## config.mk

```make
export PLATFORM = sky130hd
export DESIGN_NAME = sd_sector_arbiter
export DESIGN_NICKNAME = d
export VERILOG_FILES = /design/src/rtl/sd_sector_arbiter.sv
export SDC_FILE = /design/constraint.sdc
export NUM_CORES = 1
export LEC_CHECK = 0
export CAP_MARGIN = 20
export CORE_MARGIN = 4
export CORE_UTILIZATION = 35
export DETAILED_ROUTE_END_ITERATION = 10
export GPL_TIMING_DRIVEN = 0
export PLACE_DENSITY_LB_ADDON = 0.2
export SLEW_MARGIN = 10
export SYNTH_ARGS = -nofsm -noshare
export SYNTH_HDL_FRONTEND = slang
export SYNTH_SLANG_ARGS = --single-unit
```

## constraint.sdc

```tcl
create_clock -name clk -period 3.04 [get_ports clk]
set_input_delay 0.76 -clock clk [delete_from_list [all_inputs] [get_ports clk]]
set_output_delay 0.76 -clock clk [all_outputs]
set_load 0.01 [all_outputs]
```

## src/rtl/sd_sector_arbiter.sv

```systemverilog
// Round-robin arbiter that shares one SPI SD card read controller between
// up to four requesters. It issues single-sector reads, forwards the 512
// returned bytes to the granted requester, and supervises each read with a
// byte count and an inactivity timeout.
module sd_sector_arbiter #(
  parameter int NUM_REQ        = 2,
  parameter int BYTE_ADDR      = 0,
  parameter int TIMEOUT_CYCLES = 50_000_000
) (
  input  logic                  clk,
  input  logic                  reset,
  input  logic [NUM_REQ-1:0]    req,
  input  logic [32*NUM_REQ-1:0] req_lba,
  output logic [NUM_REQ-1:0]    gnt,
  output logic [7:0]            rd_data,
  output logic                  rd_valid,
  output logic                  rd_last,
  output logic                  done,
  output logic                  error,
  output logic                  busy,
  input  logic                  sd_ready,
  output logic                  sd_read_enable,
  output logic [31:0]           sd_address,
  input  logic [7:0]            sd_data,
  input  logic                  sd_data_ready
);

  localparam int PW = (NUM_REQ > 1) ? $clog2(NUM_REQ) : 1;
  localparam int TW = $clog2(TIMEOUT_CYCLES + 1);

  typedef enum logic [2:0] {
    S_IDLE,
    S_ARB,
    S_ISSUE,
    S_STREAM,
    S_DRAIN
  } state_t;

  state_t          state;
  state_t          state_nxt;

  logic [PW-1:0]   last_q;
  logic [PW-1:0]   win_idx;
  logic [PW-1:0]   cand;
  logic            win_found;
  logic [31:0]     lba_sel;
  logic [31:0]     addr_nxt;

  logic [9:0]      byte_cnt;
  logic [TW-1:0]   tmo_cnt;
  logic            tmo_hit;
  logic            sd_data_ready_p0;
  logic            byte_stb;
  logic            count_byte;
  logic            last_byte;
  logic            fin_ok;
  logic            fin_err;
  logic            tmo_active;

  // Stage p0: registered copy of the byte strobe, so a multi-cycle high
  // level from the SD controller is counted exactly once.
  assign byte_stb   = sd_data_ready & ~sd_data_ready_p0;
  assign count_byte = (state == S_STREAM) && byte_stb;
  assign last_byte  = count_byte && (byte_cnt == 10'd511);
  assign tmo_hit    = (tmo_cnt == TW'(TIMEOUT_CYCLES - 1));
  assign tmo_active = (state == S_ISSUE) || (state == S_STREAM) || (state == S_DRAIN);
  assign busy       = (state != S_IDLE);

  // Round-robin search starting just after the most recently granted requester.
  always_comb begin
    win_found = 1'b0;
    win_idx   = '0;
    cand      = '0;
    for (int k = 1; k <= NUM_REQ; k++) begin
      cand = PW'((int'(last_q) + k) % NUM_REQ);
      if (!win_found && req[cand]) begin
        win_found = 1'b1;
        win_idx   = cand;
      end
    end
  end

  // Select the winner's sector number and convert it to a CMD17 argument.
  always_comb begin
    lba_sel = '0;
    for (int i = 0; i < NUM_REQ; i++) begin
      if (win_idx == PW'(i)) lba_sel = req_lba[32*i +: 32];
    end
    addr_nxt = (BYTE_ADDR != 0) ? {lba_sel[22:0], 9'd0} : lba_sel;
  end

  // State register.
  always_ff @(posedge clk) begin
    if (reset) state <= S_IDLE;
    else       state <= state_nxt;
  end

  // Next-state logic plus the end-of-transaction qualifiers.
  always_comb begin
    state_nxt = state;
    fin_ok    = 1'b0;
    fin_err   = 1'b0;
    case (state)
      S_IDLE: begin
        if ((|req) && sd_ready) state_nxt = S_ARB;
      end
      S_ARB: begin
        state_nxt = win_found ? S_ISSUE : S_IDLE;
      end
      S_ISSUE: begin
        if (tmo_hit) begin
          state_nxt = S_IDLE;
          fin_err   = 1'b1;
        end else if (!sd_ready) begin
          state_nxt = S_STREAM;
        end
      end
      S_STREAM: begin
        if (last_byte) begin
          state_nxt = S_DRAIN;
        end else if (sd_ready || tmo_hit) begin
          // Controller went idle early (short block) or stalled.
          state_nxt = S_IDLE;
          fin_err   = 1'b1;
        end
      end
      S_DRAIN: begin
        if (sd_ready) begin
          state_nxt = S_IDLE;
          fin_ok    = 1'b1;
        end else if (tmo_hit) begin
          state_nxt = S_IDLE;
          fin_err   = 1'b1;
        end
      end
      default: state_nxt = S_IDLE;
    endcase
  end

  // Inactivity timer: restarts on every state change and every counted byte.
  always_ff @(posedge clk) begin
    if (reset || (state_nxt != state) || count_byte || !tmo_active) tmo_cnt <= '0;
    else                                                            tmo_cnt <= tmo_cnt + 1'b1;
  end

  // Grant, address, read-enable, byte forwarding and completion pulses.
  always_ff @(posedge clk) begin
    if (reset) begin
      sd_data_ready_p0 <= 1'b0;
      last_q           <= PW'(NUM_REQ - 1);
      gnt              <= '0;
      sd_address       <= '0;
      sd_read_enable   <= 1'b0;
      byte_cnt         <= '0;
      rd_data          <= '0;
      rd_valid         <= 1'b0;
      rd_last          <= 1'b0;
      done             <= 1'b0;
      error            <= 1'b0;
    end else begin
      sd_data_ready_p0 <= sd_data_ready;
      rd_valid         <= 1'b0;
      rd_last          <= 1'b0;
      done             <= fin_ok;
      error            <= fin_err;

      // Grant is dropped on the cycle after the done/error pulse.
      if (done || error) gnt <= '0;

      if ((state == S_ARB) && win_found) begin
        gnt            <= NUM_REQ'(1) << win_idx;
        sd_address     <= addr_nxt;
        last_q         <= win_idx;
        sd_read_enable <= 1'b1;
        byte_cnt       <= '0;
      end

      if ((state == S_ISSUE) && (!sd_ready || tmo_hit)) sd_read_enable <= 1'b0;

      // Stage p1: captured byte and its strobe, one cycle after the edge.
      if (count_byte) begin
        rd_data  <= sd_data;
        rd_valid <= 1'b1;
        rd_last  <= (byte_cnt == 10'd511);
        byte_cnt <= byte_cnt + 10'd1;
      end
    end
  end

endmodule

```

==> impl_metrics.json <==
{
  "holdWs_ns": 0.459,
  "status": "finished clean",
  "dieWidth_um": 111,
  "fillers": 957,
  "rows": 37,
  "synthXorXnorAreaFrac_pct": 6.38,
  "synthMuxAreaShare_pct": 0.304,
  "drv_cap": 0,
  "setup_ws_ns": 0.351,
  "gp_congestion": 0.810,
  "design.core.area_um2": 10300,
  "period_share_pct": 88.5,
  "multi_input_area_um2": 1800,
  "fin_worst_skew_ns": 0.0127,
  "period_minus_slack_ns": 2.69,
  "wl_um": 10400,
  "cpPeakStageDelay_ns": 0.91,
  "vias": 3583,
  "syn_area_per_cell_um2": 9.07,
  "routedWlPerCell_um": 15.2,
  "synth_compound_area_share_pct": 15.0,
  "vias_per_cell": 5.23,
  "hold_viol_final": 0,
  "synth_top_area_share_pct": 47.5,
  "rsz0062_at_grt": "no",
  "post-route-util_pct": 51.6,
  "synth_simple_gate_area_share_pct": 26.0,
  "clock_power_share_pct": 36.2,
  "powerDensity_nw_per_um2": 444,
  "power_switching_uw": 588,
  "setup.worst_path.start_class": "primary input",
  "fin_area_um2": 5330,
  "setup_tns_ns": 0,
  "htree_levels": 3,
  "grt_overflow": 0,
  "synth_fp_nets": 489,
  "worstPathArrival_ns": 2.89,
  "p_leak_nw": 1.80,
  "tritoncts": "done",
  "ys_seq_elements": 88,
  "nNetsFinal": 624,
  "cp-end-kind": "register",
  "synth-async-reset-ratio_pct": 0,
  "setup_viol": 0,
  "area_delta_synth_final_pct": 43.7,
  "drcViolationCount": 0,
  "cp_max_fo": 10,
  "synth_ff_type": "dfxtp_1",
  "num_io_pins": 126,
  "antennaDiodeCount": 0,
  "clkLatencyLatePin_ns": 0.36,
  "met2_length_um": 5100,
  "syn-cell-area_um2": 3710,
  "hpwl_um": 7790,
  "grt_pass1_wl_um": 17000,
  "initial_core_util_pct": 35.9,
  "wl_met3_um": 583,
  "first_pass_iters": 8,
  "ys_seq_area_share_pct": 47.5,
  "path_cells": "clkdlybuf4s50_1 > clkbuf_1 > o31ai_2 > nor4b_2 > nor3_1",
  "combPwrFrac_pct": 13.2,
  "met1_length_um": 4490,
  "ir_drop_uv": 226,
  "synth.most_common_cell": "dfxtp_1",
  "synth_common_cells": "dfxtp_1 (88), nor2_1 (59), nor3_1 (35), a222oi_1 (32), nand2_1 (27)",
  "pre_cts_slack_ns": -0.0408,
  "critPathKind": "in2reg",
  "cts.sinks": 88,
  "stdcell_count": 685,
  "p_int_mw": 1.78,
  "relSlewSlack_pct": 31.1,
  "holdCritPathClass": "reg2reg",
  "cts_resized": 0,
  "tightest_slew_ns": 1.03,
  "clk_pin_slew_worst_paths_ns": 0.09,
  "synth_edf_count": 0,
  "dpl_cell_area_um2": 5120,
  "port_buffers": 124,
  "cts-root-buf": "clkbuf_8",
  "drive_gt1_share_pct": 5.65,
  "die-area_um2": 12300,
  "synth.largest_area_cell": "dfxtp_1",
  "slew_viol_final": 0,
  "required_ns": 3.24,
  "die_y_um": 111,
  "grt_pass1_vias": 3485,
  "seq_area_um2": 1760,
  "cts-buffers-inserted": 9,
  "top_layer": "met4",
  "max-clock-path-buffers": 2,
  "syn-instance-count": 409,
  "max_freq_ghz": 0.372,
  "antenna_found_initial": 0,
  "grt_max_degree": 17,
  "hold_buffers": 0,
  "p_sw_share_pct": 24.8,
  "synth_cell_types": 47,
  "synth_top_family_by_area": "simple AND/OR/NAND/NOR gates",
  "dp_cells": 669,
  "yosys_warnings": 0,
  "synthAdderAreaFrac_pct": 0.675,
  "seqPwrFrac_pct": 50.6,
  "crit_slowest_cell": "nor4b_2",
  "ys_top_cells_by_area": "dfxtp_1 (48%), a222oi_1 (8.6%), nor2_1 (6.0%)",
  "power_mw": 2.37,
  "postRouteAntennaNets": 0,
  "gr-usage-all-layers_pct": 16.7,
  "post_cts_buffers": 0,
  "drt_iter0_drc": 271
}
[worst max-delay path: cells and delay by family]
| kind | cells | cell delay (ns) |
|---|---|---|
| and+or+nand+nor | 2 | 1.03 |
| buffers and inverters | 2 | 0.88 |
| AOI/OAI and AO/OA | 1 | 0.21 |
[power by group through the flow]
stage	clock, mW	sequential [mW]	combinational [mW]
finish	0.856	1.20	0.313
global route	0.926	1.20	0.339
CTS	0.880	1.20	0.316
detailed placement	0	1.22	0.314
global placement	0	1.22	0.311
floorplan	0	1.24	0.114
[state kept, by name, summed over array words and instances (netlist names)]
register / cells
error: 1
state: 3
done: 1
rd_last: 1
tmo_cnt: 26
sd_read_enable: 1
last_q: 1
rd_valid: 1
sd_data_ready_p0: 1
byte_cnt: 10
sd_address: 32
gnt: 2
rd_data: 8
[cell usage in the layout (no fill, tap or decap), types with 2 or more instances in the layout]
master,synthesis,routed
inv_1,4,4
clkbuf_1,24,24
nor3_1,35,35
nand3b_1,4,4
a31oi_1,2,2
clkbuf_8,0,10
nand4_1,11,11
nand2b_1,2,2
or4b_1,2,2
a21oi_1,18,18
a211oi_1,4,4
buf_1,2,2
dfxtp_1,88,88
or3_1,2,2
nand3_1,23,23
ha_1,2,2
and4_1,4,4
buf_6,3,3
and3_1,5,5
o21ai_0,2,2
a222oi_1,32,32
nor2b_1,3,3
nand2_1,27,27
nor2_1,59,59
nor4_1,3,3
inv_6,0,2
xor2_1,19,19
xnor2_1,8,8
clkdlybuf4s50_1,0,124
[path summary, 6_finish.rpt]
kind,to,depth (start not counted),from,slack [ns]
max,tmo_cnt[4],5,reset,0.35
min,rd_data[1],2,rd_data[1],0.46
max reg2reg,tmo_cnt[4],6,tmo_cnt[0],0.83
min reg2reg,rd_data[1],2,rd_data[1],0.46
[cells by family after synthesis]
kind of cell	after synthesis
AND/OR/NAND/NOR	191
flip-flops	88
AO/OA/AOI/OAI	66
buffers and inverters	34
XOR/XNOR	27
adder cells (fa/ha/maj)	2
multiplexers	1
[layout make-up]
type | count | share of cell area (%)
Multi-Input combinational cell | 287 | 33.7
Sequential cell | 88 | 33.1
Timing Repair Buffer | 124 | 23.3
Tap cell | 136 | 3.19
Clock buffer | 10 | 2.58
Buffer | 30 | 2.56
Clock inverter | 6 | 1.36
Inverter | 4 | 0.282
[per-layer routing]
metal / GRT usage, % / vias to the layer above
met5: 0 / -
met4: 6.32 / 0
met3: 3.88 / 17
met2: 28.0 / 105
met1: 20.8 / 1679
li1: - / 1782
(Power assumes the default switching activity.)
